$ cat src/rtl/pc_audio_pkg.sv
// Shared types and constants for the PC-8001 audio mixer.
package pc_audio_pkg;

    typedef enum logic [2:0] {
        IDLE  = 3'd0,
        ACC   = 3'd1,
        SCALE = 3'd2,
        LPF   = 3'd3,
        OUT   = 3'd4
    } state_t;

    localparam int unsigned MASTER_UNITY = 3;
    localparam int unsigned MASTER_SHIFT = 2;

    // Accumulator width; a single channel still gets one guard bit.
    function automatic int unsigned acc_w(input int unsigned nch,
                                          input int unsigned in_w,
                                          input int unsigned gain_w);
        int unsigned extra;
        extra = (nch > 1) ? $clog2(nch) : 1;
        return in_w + gain_w + extra;
    endfunction

endpackage

$ cat src/rtl/pc_audio_lpf.sv
// Single-pole IIR smoothing stage: y += (x - y) >>> SHIFT on each enable strobe.
module pc_audio_lpf #(
    parameter int unsigned ACC_W = 10,
    parameter int unsigned SHIFT = 3
) (
    input  logic             clk_sys,
    input  logic             reset_n,
    input  logic             en,
    input  logic [ACC_W-1:0] x,
    output logic [ACC_W-1:0] y_c
);

    localparam int unsigned Y_W = ACC_W + 2;

    logic signed [Y_W-1:0] y_q;
    logic signed [Y_W-1:0] diff;
    logic signed [Y_W-1:0] y_next;

    // y stays within [0, x_max], so the low ACC_W bits carry the full value
    always_comb begin
        diff   = $signed({2'b00, x}) - y_q;
        y_next = y_q + (diff >>> SHIFT);
        y_c    = y_next[ACC_W-1:0];
    end

    always_ff @(posedge clk_sys or negedge reset_n) begin
        if (!reset_n) begin
            y_q <= '0;
        end else if (en) begin
            y_q <= y_next;
        end
    end

endmodule

$ cat src/rtl/pc_audio_mixer.sv
// Time-multiplexed NCH-channel audio mixer with per-channel gain, master volume and saturation.
// Optional output low-pass filter enabled by defining PC_AUDIO_MIXER_LPF_EN.
module pc_audio_mixer
    import pc_audio_pkg::*;
#(
    parameter int unsigned NCH       = 3,
    parameter int unsigned IN_W      = 4,
    parameter int unsigned GAIN_W    = 4,
    parameter int unsigned OUT_W     = 16,
    parameter int unsigned LPF_SHIFT = 3
) (
    input  logic                   clk_sys,
    input  logic                   reset_n,
    input  logic                   ce_sample,
    input  logic [NCH*IN_W-1:0]    ch_data,
    input  logic [NCH-1:0]         ch_en,
    input  logic [NCH*GAIN_W-1:0]  ch_gain,
    input  logic [3:0]             master_vol,
    input  logic                   clr_status,
    output logic [OUT_W-1:0]       audio_out,
    output logic                   out_valid,
    output logic                   clip,
    output logic                   overrun,
    output logic                   busy
);

    localparam int unsigned ACC_W  = acc_w(NCH, IN_W, GAIN_W);
    localparam int unsigned PROD_W = IN_W + GAIN_W;
    localparam int unsigned SCL_W  = ACC_W + 4;
    localparam int unsigned IDX_W  = (NCH > 1) ? $clog2(NCH) : 1;
    localparam int unsigned PAD_W  = OUT_W - ACC_W;

    state_t                  state_q, state_d;
    logic [NCH*IN_W-1:0]     data_q, data_d;
    logic [NCH-1:0]          en_q, en_d;
    logic [NCH*GAIN_W-1:0]   gain_q, gain_d;
    logic [3:0]              mv_q, mv_d;
    logic [IDX_W-1:0]        idx_q, idx_d;
    logic [ACC_W-1:0]        acc_q, acc_d;
    logic [OUT_W-1:0]        audio_out_d;
    logic                    out_valid_d;
    logic                    clip_d;
    logic                    overrun_d;
    logic                    busy_d;

    logic [IN_W-1:0]         cur_data;
    logic [GAIN_W-1:0]       cur_gain;
    logic [PROD_W-1:0]       cur_prod;
    logic [SCL_W-1:0]        scaled;
    logic                    sat;
    logic [ACC_W-1:0]        t_sat;

`ifdef PC_AUDIO_MIXER_LPF_EN
    logic [ACC_W-1:0]        t_q, t_d;
    logic                    clip_flag_q, clip_flag_d;
    logic                    lpf_en_c;
    logic [ACC_W-1:0]        y_c;

    pc_audio_lpf #(
        .ACC_W (ACC_W),
        .SHIFT (LPF_SHIFT)
    ) u_lpf (
        .clk_sys (clk_sys),
        .reset_n (reset_n),
        .en      (lpf_en_c),
        .x       (t_q),
        .y_c     (y_c)
    );
`endif

    // Datapath for the channel currently selected and the master-volume scaling
    always_comb begin
        cur_data = data_q[idx_q*IN_W +: IN_W];
        cur_gain = gain_q[idx_q*GAIN_W +: GAIN_W];
        cur_prod = PROD_W'(cur_data) * PROD_W'(cur_gain);
        scaled   = (SCL_W'(acc_q) * SCL_W'({1'b0, mv_q} + 5'd1)) >> MASTER_SHIFT;
        sat      = |scaled[SCL_W-1:ACC_W];
        t_sat    = sat ? {ACC_W{1'b1}} : scaled[ACC_W-1:0];
    end

    // Next-state and registered-output logic
    always_comb begin
        state_d     = state_q;
        data_d      = data_q;
        en_d        = en_q;
        gain_d      = gain_q;
        mv_d        = mv_q;
        idx_d       = idx_q;
        acc_d       = acc_q;
        audio_out_d = audio_out;
        out_valid_d = 1'b0;
        clip_d      = 1'b0;
        overrun_d   = overrun;
`ifdef PC_AUDIO_MIXER_LPF_EN
        t_d         = t_q;
        clip_flag_d = clip_flag_q;
        lpf_en_c    = 1'b0;
`endif

        // a new overrun event takes priority over a clear in the same cycle
        if (clr_status) begin
            overrun_d = 1'b0;
        end
        if (ce_sample && (state_q != IDLE)) begin
            overrun_d = 1'b1;
        end

        case (state_q)
            IDLE: begin
                if (ce_sample) begin
                    data_d  = ch_data;
                    en_d    = ch_en;
                    gain_d  = ch_gain;
                    mv_d    = master_vol;
                    acc_d   = '0;
                    idx_d   = '0;
                    state_d = ACC;
                end
            end
            ACC: begin
                if (en_q[idx_q]) begin
                    acc_d = acc_q + ACC_W'(cur_prod);
                end
                if (idx_q == IDX_W'(NCH - 1)) begin
                    state_d = SCALE;
                end else begin
                    idx_d = idx_q + IDX_W'(1);
                end
            end
            SCALE: begin
`ifdef PC_AUDIO_MIXER_LPF_EN
                t_d         = t_sat;
                clip_flag_d = sat;
                state_d     = LPF;
`else
                audio_out_d = OUT_W'(t_sat) << PAD_W;
                out_valid_d = 1'b1;
                clip_d      = sat;
                state_d     = OUT;
`endif
            end
`ifdef PC_AUDIO_MIXER_LPF_EN
            LPF: begin
                lpf_en_c    = 1'b1;
                audio_out_d = OUT_W'(y_c) << PAD_W;
                out_valid_d = 1'b1;
                clip_d      = clip_flag_q;
                state_d     = OUT;
            end
`endif
            OUT: begin
                state_d = IDLE;
            end
            default: begin
                state_d = IDLE;
            end
        endcase

        busy_d = (state_d != IDLE);
    end

    always_ff @(posedge clk_sys or negedge reset_n) begin
        if (!reset_n) begin
            state_q     <= IDLE;
            data_q      <= '0;
            en_q        <= '0;
            gain_q      <= '0;
            mv_q        <= '0;
            idx_q       <= '0;
            acc_q       <= '0;
            audio_out   <= '0;
            out_valid   <= 1'b0;
            clip        <= 1'b0;
            overrun     <= 1'b0;
            busy        <= 1'b0;
`ifdef PC_AUDIO_MIXER_LPF_EN
            t_q         <= '0;
            clip_flag_q <= 1'b0;
`endif
        end else begin
            state_q     <= state_d;
            data_q      <= data_d;
            en_q        <= en_d;
            gain_q      <= gain_d;
            mv_q        <= mv_d;
            idx_q       <= idx_d;
            acc_q       <= acc_d;
            audio_out   <= audio_out_d;
            out_valid   <= out_valid_d;
            clip        <= clip_d;
            overrun     <= overrun_d;
            busy        <= busy_d;
`ifdef PC_AUDIO_MIXER_LPF_EN
            t_q         <= t_d;
            clip_flag_q <= clip_flag_d;
`endif
        end
    end

endmodule
$ cat config.mk
export PLATFORM = sky130hd
export DESIGN_NAME = pc_audio_mixer
export DESIGN_NICKNAME = d
export VERILOG_FILES = /design/src/rtl/pc_audio_pkg.sv /design/src/rtl/pc_audio_lpf.sv /design/src/rtl/pc_audio_mixer.sv
export SDC_FILE = /design/constraint.sdc
export NUM_CORES = 1
export LEC_CHECK = 0
export ABC_AREA = 1
export CORE_AREA = 2 2 116 107
export DETAILED_ROUTE_END_ITERATION = 8
export DIE_AREA = 0 0 118 109
export GPL_ROUTABILITY_DRIVEN = 0
export SLEW_MARGIN = 40
export SYNTH_ARGS = -nofsm -noshare
export SYNTH_HDL_FRONTEND = slang
export SYNTH_SLANG_ARGS = --single-unit
$ cat constraint.sdc
create_clock -name clk_sys -period 4.6 [get_ports clk_sys]
set_input_delay 0.92 -clock clk_sys [delete_from_list [all_inputs] [get_ports clk_sys]]
set_output_delay 0.92 -clock clk_sys [all_outputs]
set_load 0.05 [all_outputs]
==> reports/metrics.cfg <==
[status]
outcome=completed

[cells_and_area]
finalNetCount=870
antenna_cells=0
fillers=1199
syn2layout_area_growth_pct=18.6
seq_area_um2=1500
drive_above_1_share_pct=7.17
multi_input_area_um2=3010

[floorplanning]
die_y_um=109
ioPinCount=55
start_util_pct=43.6
coreArea_um2=11700
rows=38
die_w_um=118
dieArea_um2=12900

[cts]
path_clk_slew_ns=0.06
cts_buffer_depth=2
cts_tree=yes
h-tree-depth=3
clk_latency_ns=0.33
cts_sinks=60
clock-root-buffer=clkbuf_16
numCtsBuffers=9
hold_buffers=0

[global_routing]
gr-total-overflow=0
antenna_found_initial=0
grt_usage_pct=19.0
grt_max_degree=40
grt_pass1_vias=4377
grt_pass1_wl_um=19600

[placed_design]
dp_hpwl_um=9300
port_buffers=48

[worst_hold_path]
hp-start=gain_q[3]$_DFFE_PN0P_
worstHoldPathCells=2
whs_endpoint=gain_q[3]$_DFFE_PN0P_
min_path_type=reg2reg

[sta]
relSlewSlack_pct=53.0
clock_skew_ns=0.00834
tightest_slew_ns=0.703
fmax_mhz=232
drv_slew=0
holdWs_ns=0.472
setup_viol=0
fin_crit_sh_pct=93.7
fin_crit_ns=4.31
finalHoldViolations=0

[yosys]
synth_top_family_by_area=simple AND/OR/NAND/NOR gates
synthAdderAreaFrac_pct=22.5
ys_seq_area_share_pct=29.3
ys_async_sr_fraction_pct=100
yosys.area_share.simple_pct=29.3
synth_cell_types=34
synthCells=710
avgSynthCellArea_um2=7.21
synthMuxAreaShare_pct=0
synthFlopType=dfrtp_1
synth_edf_count=0
synth-xor-area-share_pct=0.855
synth_area_um2=5120
ys.warnings.count=0
synth_compound_area_share_pct=5.33
synth-seq-cells=60

[job]
maxCapViolations=0

[route]
drc=0
drtIter0Drc=257
dr_total_vias=4351
drtAntennaViolNets=0
totalWireLength_um=11500
dr.pass1.iters=4
drt-wirelength-per-cell_um=12.4
avgViaCountPerCell=4.69

[critical_path]
crit_path_start_kind=register
arrival_ns=4.53
cp_num_buf_inv=4
cp.required_ns=4.82
worstReg2RegEnd=audio_out[8]$_DFFE_PN0P_
cp_cell_sequence=ha_2 > xor2_2 > inv_1 > nor2_1 > fa_1 > fa_1 > inv_1 > fa_1 > inv_1 > ha_1 > nand2_1 > inv_1 > nand2_1 > nand2_1 > nand2_1 > nand4_1 > nand2_4 > nand3_1 > nor2_1 > nor2_1
slowest_delay_ns=0.55
crit_family=adder cells
critPathKind=reg2reg
crit_path_max_fanout=10
reg2reg_from=mv_q[0]$_DFFE_PN0P_
reg2reg_depth=20
slowest_stage=fa_1
cp-end-kind=register
reg2reg_slack_ns=0.29

[power_and_ir_drop]
ir_worst_vdd_mv=0.284
cellPowerDensity_nw_per_um2=704
p_leak_nw=3.33
p_total_mw=4.27

[layout by cell type (no fill, tap or decap), types with 2 or more instances in the layout]
master,count
dfrtp_2,2
nor3_1,3
nor2_1,68
inv_2,4
nand3b_1,2
nand2_1,229
clkbuf_16,9
nand2_4,2
nor2_4,2
nand4_1,6
inv_1,134
a21oi_1,12
o21ai_0,27
ha_1,40
nand3_1,33
clkinv_4,3
xor2_1,3
dfrtp_1,58
buf_4,7
clkdlybuf4s50_1,47
o21ai_1,3
or2_2,8
conb_1,6
nor2_2,4
o22ai_1,5
fa_1,32
nand2_2,4
[synthesized netlist by cell type (2+ instances only)]
cell / number / share of area, %
a21oi_1: 12 / 1.2
buf_2: 4 / 0.39
buf_4: 9 / 1.3
clkbuf_1: 4 / 0.29
dfrtp_1: 60 / 29
fa_1: 32 / 13
ha_1: 41 / 10
inv_1: 134 / 9.8
inv_2: 4 / 0.29
nand2_1: 229 / 17
nand2_2: 5 / 0.61
nand3_1: 33 / 3.2
nand3b_1: 2 / 0.29
nand4_1: 6 / 0.73
nor2_1: 69 / 5.1
nor2_2: 3 / 0.37
nor2_4: 2 / 0.44
nor3_1: 3 / 0.29
o21ai_0: 27 / 2.6
o21ai_1: 3 / 0.29
o22ai_1: 5 / 0.61
or2_2: 8 / 0.98
xor2_1: 4 / 0.68
[how the worst max path moves through the flow]
| stage | startpoint | endpoint | slack [ns] | cells past startpoint |
|---|---|---|---|---|
| after floorplan | mv_q[0]$_DFFE_PN0P_ | audio_out[10]$_DFFE_PN0P_ | 0.60 | 22 |
| after global placement | mv_q[0]$_DFFE_PN0P_ | audio_out[8]$_DFFE_PN0P_ | 0.27 | 19 |
| after detailed placement | mv_q[0]$_DFFE_PN0P_ | audio_out[8]$_DFFE_PN0P_ | 0.11 | 19 |
| after CTS | mv_q[0]$_DFFE_PN0P_ | audio_out[8]$_DFFE_PN0P_ | 0.10 | 19 |
| after global routing | mv_q[0]$_DFFE_PN0P_ | audio_out[8]$_DFFE_PN0P_ | -0.005 | 20 |
| final | mv_q[0]$_DFFE_PN0P_ | audio_out[8]$_DFFE_PN0P_ | 0.29 | 20 |
[layout make-up]
type | count | share of cell area [%]
Tap cell | 160 | 3.30
Sequential cell | 60 | 24.8
Inverter | 139 | 8.64
Clock buffer | 10 | 3.77
Timing Repair Buffer | 55 | 8.70
Clock inverter | 6 | 1.20
Multi-Input combinational cell | 497 | 49.6
[kinds of logic after synthesis]
group           Yosys count
other cells               1
buf+inv                 158
xor+xnor                  5
compound gates           51
simple gates            362
fa+ha+maj                73
flops                    60
[flip-flops by register name, indices dropped and copies added (netlist names)]
name	count
data_q	12
gain_q	12
acc_q	10
audio_out	10
mv_q	4
en_q	3
state_q	3
idx_q	2
busy	1
clip	1
out_valid	1
overrun	1
[power by group]
group / switching, mW / internal, mW / total [mW] / leakage [nW]
logic: 1.70 / 0.975 / 2.67 / 2.45
registers: 0.171 / 0.754 / 0.925 / 0.737
clock network: 0.251 / 0.423 / 0.674 / 0.143
total: 2.12 / 2.15 / 4.27 / 3.33
[per-layer routing]
| metal | vias up | global-route usage [%] | part of all wire, % |
|---|---|---|---|
| met1 | 2009 | 24.0 | 47 |
| met5 | - | 0 | 0 |
| met2 | 87 | 33.2 | 47 |
| li1 | 2240 | - | - |
| met4 | 0 | 4.91 | 1.3 |
| met3 | 15 | 4.24 | 3.9 |
[repair_timing]
item,in CTS,in global routing
setup endpoints to repair,0,11
endpoints found under the hold margin,0,0
resized for setup,0,6
setup buffers,0,0
[worst min-delay path, stage by stage, from the launching register on]
cell,delay (ns)
dfrtp_1,0.34
nand2_1,0.05
nand2_1,0.05
[stage by stage]
stage                     instances  setup WS [ns]  instance area (µm²)  TNS [ns]  util [%]
after detailed placement        911          0.108                 5750         0      49.0
final                           927          0.291                 6070         0      51.7
after global routing            927       -0.00550                 6070  -0.00550      51.7
after CTS                       927          0.102                 6050         0      51.5
after floorplan                 715          0.598                 5140         0         -
after global placement          911          0.275                 5750         0      49.0
No activity file was read; power rests on OpenSTA's default activity.
